[config.mk]
export PLATFORM = sky130hd
export DESIGN_NAME = rs_multi
export DESIGN_NICKNAME = d
export VERILOG_FILES = /design/src/rtl/rs_multi.sv
export SDC_FILE = /design/constraint.sdc
export NUM_CORES = 2
export LEC_CHECK = 0
export ABC_AREA = 1
export CAP_MARGIN = 30
export CORE_UTILIZATION = 30
export CTS_CLUSTER_SIZE = 40
export DETAILED_ROUTE_END_ITERATION = 16
export SLEW_MARGIN = 20
export SYNTH_ARGS = -nofsm -noshare
export SYNTH_HDL_FRONTEND = slang
export SYNTH_SLANG_ARGS = --single-unit
[constraint.sdc]
create_clock -name clk -period 3 [get_ports clk]
set_input_delay 0.3 -clock clk [delete_from_list [all_inputs] [get_ports clk]]
set_output_delay 0.3 -clock clk [all_outputs]
set_load 0.01 [all_outputs]
[src/rtl/rs_multi.sv]
// rs_multi: reservation station for one execution unit.
// Holds ENTRIES operations (NSRC data operands + one flags operand each),
// captures producer results from NBCAST broadcast buses by tag, and issues
// the oldest fully-ready entry through a registered valid/ready stage.
// Ports:
//   clk, rst (sync, active-high), flush
//   in_*   : dispatch interface (in_valid/in_ready, operands, flags, payload)
//   bc_*   : broadcast buses (enable, tag, value, flags per bus)
//   out_*  : issue interface (out_valid/out_ready, operands, flags, payload)
//   count  : occupied entries, output stage excluded
module rs_multi #(
  parameter int unsigned DATAW   = 32,
  parameter int unsigned FLAGSW  = 4,
  parameter int unsigned TAGW    = 6,
  parameter int unsigned EXTRAW  = 18,
  parameter int unsigned ENTRIES = 8,
  parameter int unsigned NSRC    = 2,
  parameter int unsigned NBCAST  = 2,
  parameter int unsigned CNTW    = $clog2(ENTRIES + 1)
) (
  input  logic                     clk,
  input  logic                     rst,
  input  logic                     flush,
  input  logic                     in_valid,
  output logic                     in_ready,
  input  logic [NSRC-1:0]          in_src_valid,
  input  logic [NSRC*TAGW-1:0]     in_src_tag,
  input  logic [NSRC*DATAW-1:0]    in_src_value,
  input  logic                     in_flags_valid,
  input  logic [TAGW-1:0]          in_flags_tag,
  input  logic [FLAGSW-1:0]        in_flags_value,
  input  logic [EXTRAW-1:0]        in_extra,
  input  logic [NBCAST-1:0]        bc_en,
  input  logic [NBCAST*TAGW-1:0]   bc_tag,
  input  logic [NBCAST*DATAW-1:0]  bc_value,
  input  logic [NBCAST*FLAGSW-1:0] bc_flags,
  output logic                     out_valid,
  input  logic                     out_ready,
  output logic [NSRC*DATAW-1:0]    out_src,
  output logic [FLAGSW-1:0]        out_flags,
  output logic [EXTRAW-1:0]        out_extra,
  output logic [CNTW-1:0]          count
);

  localparam int unsigned IDXW  = $clog2(ENTRIES);
  localparam int unsigned BIDXW = (NBCAST > 1) ? $clog2(NBCAST) : 1;

  // Entry storage
  logic [ENTRIES-1:0] alloc_q, alloc_d;
  // older_q[i][j] = 1 means entry i was allocated before entry j
  logic [ENTRIES-1:0] older_q [ENTRIES];
  logic [ENTRIES-1:0] older_d [ENTRIES];
  logic [NSRC-1:0]    src_v_q [ENTRIES];
  logic [NSRC-1:0]    src_v_d [ENTRIES];
  logic [TAGW-1:0]    src_tag_q [ENTRIES][NSRC];
  logic [TAGW-1:0]    src_tag_d [ENTRIES][NSRC];
  logic [DATAW-1:0]   src_val_q [ENTRIES][NSRC];
  logic [DATAW-1:0]   src_val_d [ENTRIES][NSRC];
  logic [ENTRIES-1:0] flg_v_q, flg_v_d;
  logic [TAGW-1:0]    flg_tag_q [ENTRIES];
  logic [TAGW-1:0]    flg_tag_d [ENTRIES];
  logic [FLAGSW-1:0]  flg_val_q [ENTRIES];
  logic [FLAGSW-1:0]  flg_val_d [ENTRIES];
  logic [EXTRAW-1:0]  extra_q [ENTRIES];
  logic [EXTRAW-1:0]  extra_d [ENTRIES];

  // Output stage and occupancy
  logic                   out_valid_q, out_valid_d;
  logic [NSRC*DATAW-1:0]  out_src_q, out_src_d;
  logic [FLAGSW-1:0]      out_flags_q, out_flags_d;
  logic [EXTRAW-1:0]      out_extra_q, out_extra_d;
  logic [CNTW-1:0]        count_q, count_d;

  logic [ENTRIES-1:0] ready;
  logic [ENTRIES-1:0] cand;
  logic               has_cand;
  logic               load;
  logic               dispatch;
  logic [IDXW-1:0]    sel_idx;
  logic [IDXW-1:0]    free_idx;

  // First enabled bus whose tag matches; MSB is the hit flag.
  function automatic logic [BIDXW:0] bc_lookup(input logic [TAGW-1:0] tag);
    logic [BIDXW:0] r;
    r = '0;
    for (int unsigned b = 0; b < NBCAST; b++) begin
      if (!r[BIDXW] && bc_en[b] && (bc_tag[b*TAGW +: TAGW] == tag)) begin
        r = {1'b1, BIDXW'(b)};
      end
    end
    return r;
  endfunction

  assign in_ready  = (count_q < CNTW'(ENTRIES));
  assign dispatch  = in_valid & in_ready;
  assign out_valid = out_valid_q;
  assign out_src   = out_src_q;
  assign out_flags = out_flags_q;
  assign out_extra = out_extra_q;
  assign count     = count_q;

  // Readiness and oldest-ready selection; readiness comes from registered
  // state only, which gives the one-cycle select latency.
  always_comb begin
    logic [ENTRIES-1:0] others;
    logic               found_sel;
    logic               found_free;
    others     = '0;
    ready      = '0;
    cand       = '0;
    sel_idx    = '0;
    free_idx   = '0;
    found_sel  = 1'b0;
    found_free = 1'b0;
    for (int unsigned i = 0; i < ENTRIES; i++) begin
      ready[i] = alloc_q[i] & (&src_v_q[i]) & flg_v_q[i];
    end
    for (int unsigned i = 0; i < ENTRIES; i++) begin
      others    = ready;
      others[i] = 1'b0;
      // candidate if no other ready entry is older than this one
      cand[i]   = ready[i] & ~(|(others & ~older_q[i]));
    end
    for (int unsigned i = 0; i < ENTRIES; i++) begin
      if (!found_sel && cand[i]) begin
        found_sel = 1'b1;
        sel_idx   = IDXW'(i);
      end
      if (!found_free && !alloc_q[i]) begin
        found_free = 1'b1;
        free_idx   = IDXW'(i);
      end
    end
  end

  assign has_cand = |ready;
  assign load     = (!out_valid_q || out_ready) && has_cand;

  always_comb begin
    logic [BIDXW:0]  lk;
    int unsigned     bi;
    logic [TAGW-1:0] tag;
    lk          = '0;
    bi          = 0;
    tag         = '0;
    alloc_d     = alloc_q;
    older_d     = older_q;
    src_v_d     = src_v_q;
    src_tag_d   = src_tag_q;
    src_val_d   = src_val_q;
    flg_v_d     = flg_v_q;
    flg_tag_d   = flg_tag_q;
    flg_val_d   = flg_val_q;
    extra_d     = extra_q;
    out_valid_d = out_valid_q;
    out_src_d   = out_src_q;
    out_flags_d = out_flags_q;
    out_extra_d = out_extra_q;
    count_d     = count_q;

    // Capture: only allocated, still-waiting operands listen to the buses
    for (int unsigned i = 0; i < ENTRIES; i++) begin
      if (alloc_q[i]) begin
        for (int unsigned s = 0; s < NSRC; s++) begin
          if (!src_v_q[i][s]) begin
            lk = bc_lookup(src_tag_q[i][s]);
            if (lk[BIDXW]) begin
              bi              = int'(lk[BIDXW-1:0]);
              src_v_d[i][s]   = 1'b1;
              src_val_d[i][s] = bc_value[bi*DATAW +: DATAW];
            end
          end
        end
        if (!flg_v_q[i]) begin
          lk = bc_lookup(flg_tag_q[i]);
          if (lk[BIDXW]) begin
            bi           = int'(lk[BIDXW-1:0]);
            flg_v_d[i]   = 1'b1;
            flg_val_d[i] = bc_flags[bi*FLAGSW +: FLAGSW];
          end
        end
      end
    end

    // Select into the output stage
    if (load) begin
      alloc_d[sel_idx] = 1'b0;
      out_valid_d      = 1'b1;
      for (int unsigned s = 0; s < NSRC; s++) begin
        out_src_d[s*DATAW +: DATAW] = src_val_q[sel_idx][s];
      end
      out_flags_d = flg_val_q[sel_idx];
      out_extra_d = extra_q[sel_idx];
    end else if (out_ready) begin
      out_valid_d = 1'b0;
    end

    // Dispatch into the lowest free slot, with same-cycle broadcast bypass
    if (dispatch) begin
      alloc_d[free_idx] = 1'b1;
      older_d[free_idx] = '0;
      for (int unsigned j = 0; j < ENTRIES; j++) begin
        older_d[j][free_idx] = alloc_q[j];
      end
      for (int unsigned s = 0; s < NSRC; s++) begin
        tag                    = in_src_tag[s*TAGW +: TAGW];
        src_tag_d[free_idx][s] = tag;
        src_v_d[free_idx][s]   = in_src_valid[s];
        src_val_d[free_idx][s] = in_src_value[s*DATAW +: DATAW];
        if (!in_src_valid[s]) begin
          lk = bc_lookup(tag);
          if (lk[BIDXW]) begin
            bi                     = int'(lk[BIDXW-1:0]);
            src_v_d[free_idx][s]   = 1'b1;
            src_val_d[free_idx][s] = bc_value[bi*DATAW +: DATAW];
          end
        end
      end
      flg_tag_d[free_idx] = in_flags_tag;
      flg_v_d[free_idx]   = in_flags_valid;
      flg_val_d[free_idx] = in_flags_value;
      if (!in_flags_valid) begin
        lk = bc_lookup(in_flags_tag);
        if (lk[BIDXW]) begin
          bi                  = int'(lk[BIDXW-1:0]);
          flg_v_d[free_idx]   = 1'b1;
          flg_val_d[free_idx] = bc_flags[bi*FLAGSW +: FLAGSW];
        end
      end
      extra_d[free_idx] = in_extra;
    end

    count_d = count_q + CNTW'(dispatch) - CNTW'(load);

    // Flush drops everything decided this cycle; data outputs keep old values
    if (flush) begin
      alloc_d     = '0;
      count_d     = '0;
      out_valid_d = 1'b0;
      out_src_d   = out_src_q;
      out_flags_d = out_flags_q;
      out_extra_d = out_extra_q;
    end
  end

  always_ff @(posedge clk) begin
    if (rst) begin
      alloc_q     <= '0;
      count_q     <= '0;
      out_valid_q <= 1'b0;
      out_src_q   <= '0;
      out_flags_q <= '0;
      out_extra_q <= '0;
      for (int unsigned i = 0; i < ENTRIES; i++) begin
        older_q[i] <= '0;
      end
    end else begin
      alloc_q     <= alloc_d;
      count_q     <= count_d;
      out_valid_q <= out_valid_d;
      out_src_q   <= out_src_d;
      out_flags_q <= out_flags_d;
      out_extra_q <= out_extra_d;
      older_q     <= older_d;
    end
  end

  // Payload needs no reset: alloc gates every use of it
  always_ff @(posedge clk) begin
    src_v_q   <= src_v_d;
    src_tag_q <= src_tag_d;
    src_val_q <= src_val_d;
    flg_v_q   <= flg_v_d;
    flg_tag_q <= flg_tag_d;
    flg_val_q <= flg_val_d;
    extra_q   <= extra_d;
  end

endmodule

==> impl_metrics.json <==
{
  "status": "finished clean",
  "grt_pass1_vias": 62569,
  "overflow": 0,
  "synthAdderAreaFrac": 0.00117,
  "synth_seq_cells": 1011,
  "critPathKind": "flop to flop",
  "synth_xor_area_frac": 0.0108,
  "synth_top_area_cell": "dfxtp_1",
  "synthDistinctLibCells": 54,
  "drt_iter0_markers": 9545,
  "syn_area_per_cell_um2": 6.55,
  "final_layout_size_suffix_gt1_frac": 0.129,
  "ys_top_cells_by_area": "dfxtp_1 24%, nand2_1 16%, edfxtp_1 14%",
  "cts_made_buffers": 130,
  "ys.flop_type": "dfxtp_1",
  "nets": 10010,
  "routedWlPerCell_um": 24.0,
  "vdd_drop_max_mv": 0.338,
  "power.share.clock": 0.454,
  "worst_slew_pin_slew_ns": 0.872,
  "antenna_found_initial": 21,
  "yosysSeqAreaShare": 0.385,
  "arrival_ns": 3.62,
  "power.internal_mw": 25.8,
  "maxSlewHeadroom": 0.417,
  "grt_pass1_wl_um": 422000,
  "period_needed_ns": 2.94,
  "post-place-ws_ns": -0.424,
  "syn_area_um2": 60100,
  "maxCapViolCount": 0,
  "seqPwrFrac": 0.420,
  "ios": 290,
  "first_pass_iters": 9,
  "worstPathRequired_ns": 3.68,
  "holdCritPathClass": "input pin to flop",
  "setup_viol": 0,
  "async_reset_ff_frac": 0,
  "clock-sinks": 1011,
  "most-common-layout-cells": "2,519 x nand2_1, 1,319 x inv_1, 1,136 x o21ai_0, 703 x nand3_1, 703 x dfxtp_1",
  "layout_commonest_cell": "nand2_1",
  "leakage_nw": 35.4,
  "htree_levels": 4,
  "die_x_um": 450,
  "io_buffers": 289,
  "drc": 0,
  "synthMuxAreaShare": 0.000333,
  "fin_crit_sh": 0.980,
  "start_util": 0.303,
  "wl_um": 302000,
  "clock_skew_ns": 0.0540,
  "p_sw_mw": 9.67,
  "synthSimpleGateAreaFrac": 0.290,
  "finalHoldWorstSlack_ns": 0.149,
  "power_mw": 35.5,
  "slew_viol_final": 0,
  "setup_ws_ns": 0.0594,
  "fp-row-count": 163,
  "worstSetupStartpointType": "flop",
  "via_per_inst": 5.45,
  "cts_root_buffer": "clkbuf_16",
  "num_vias": 68358,
  "grt_max_degree": 81,
  "end_kind": "flop",
  "clk_pin_slew_ns": 0.06,
  "track_usage": 0.280,
  "swShare": 0.273,
  "rsz0062_at_grt": "yes",
  "dp_hpwl_um": 201000,
  "synth-compound-area-share": 0.178,
  "yosysWarnings": 0,
  "yosysTopAreaCellShare": 0.241,
  "syn_inst": 9175,
  "die_h_um": 450,
  "die-area_um2": 202000,
  "max_freq_mhz": 340,
  "core_um2": 198000,
  "synthToLayoutAreaGrowth_pct": 29.9,
  "power_per_cell_area_nw_per_um2": 454,
  "ant_nets": 0,
  "clock_path_buffers": 3,
  "combPwrFrac": 0.126,
  "syn-num-nets": 9378,
  "cts_tree": "built",
  "synth_top_family_by_area": "simple AND/OR/NAND/NOR gates",
  "clk_latency_ns": 0.83,
  "gp_congestion": 0.971,
  "finalHoldViolCount": 0,
  "synth-edff-count": 288,
  "worstPathMaxFanout": 8
}
-- through the flow --
step,cells,cell area [um^2],utilization,setup TNS (ns)
after global placement,12248,72300,0.365,-117.60
after CTS,12484,76900,0.388,0
after floorplan,9175,60100,-,0
after global routing,12552,78100,0.394,-0.404
after detailed placement,12248,72300,0.365,-124.73
final,12552,78100,0.394,0
-- synth_stat cells (all sizes together) (33+ instances only) --
cell type  count
o21ai       1286
dfxtp        723
nand2       2547
o211ai       320
nor2         468
a21oi        148
nand3        711
nand4        292
nor3          41
inv         1338
edfxtp       288
xor2          41
clkbuf       387
xnor2         33
buf          313
o22ai         81
-- per-layer routing --
metal | share of wire | global-route usage | wire length (um) | up-vias
li1 | - | - | - | 31164
met4 | 0.077 | 0.197 | 23200 | 10
met3 | 0.11 | 0.0554 | 33100 | 1026
met1 | 0.39 | 0.352 | 116000 | 31868
met5 | 0.00021 | 0 | 62 | -
met2 | 0.43 | 0.429 | 129000 | 4290
-- state kept, by name, summed over array words and instances, names as in the netlist, 18 cells and up --
| signal | flops |
|---|---|
| extra_q | 144 |
| flg_tag_q | 48 |
| flg_val_q | 32 |
| older_q | 56 |
| out_extra | 18 |
| out_src | 64 |
| src_tag_q | 96 |
| src_val_q | 512 |
-- cells by family after synthesis --
family / after synthesis
fa+ha+maj: 5
flops: 1011
buf+inv: 2065
simple gates: 4115
compound gates: 1903
xor+xnor: 74
mux: 2
-- path summary, 6_finish.rpt --
path | start | end | slack [ns] | cells after the start
worst max-delay path | src_v_q[13]$_DFF_P_ | out_src[33]$_SDFFE_PP0P_ | 0.06 | 22
worst min-delay path | rst | older_q[8]$_SDFFE_PP0P_ | 0.15 | 3
worst max register to register | src_v_q[13]$_DFF_P_ | out_src[33]$_SDFFE_PP0P_ | 0.06 | 22
worst min register to register | older_q[41]$_SDFFE_PP0P_ | older_q[41]$_SDFFE_PP0P_ | 0.47 | 2
-- worst max-delay path, stage by stage (launching register included) --
cell and delay (ns):
dfxtp_2 0.34, nand2_2 0.08, nor2_4 0.17, buf_6 0.15, nand2_1 0.05, nand2_1 0.10, nor2_1 0.05, nand2_1 0.10
nand2_2 0.09, nor2_4 0.14, buf_6 0.13, nand3_4 0.08, nand3_4 0.18, buf_6 0.17, buf_12 0.15, buf_16 0.15
buf_8 0.13, nand2_1 0.05, nand3_1 0.08, nand3_1 0.10, nor2_1 0.12, buf_4 0.16, nor2_1 0.04
-- power by group through the flow --
stage	Combinational (mW)	Clock, mW	Sequential (mW)
final	4.48	16.1	14.9
after global routing	4.84	16.8	14.9
after CTS	4.33	16.2	14.9
after detailed placement	4.29	0	15.2
after global placement	4.23	0	15.2
after floorplan	2.30	0	15.1
-- layout make-up --
type                    count  area [um^2]
repair buffers           1202        12900
multi-input cells        6099        29300
flip-flops and latches   1011        23100
well taps                2640         3300
fillers                 20446       120000
diodes                     11         27.5
inverters                1363         5130
clock inverters            42          510
clock buffers             184         3770
-- repair_timing --
action,4_1_cts,5_1_grt
cloned,2,21
setup endpoints to repair,65,144
pin swaps,8,24
hold buffers,0,0
resized for setup,37,96
buffers inserted,8,36
No activity file was read; power rests on OpenSTA's default activity.
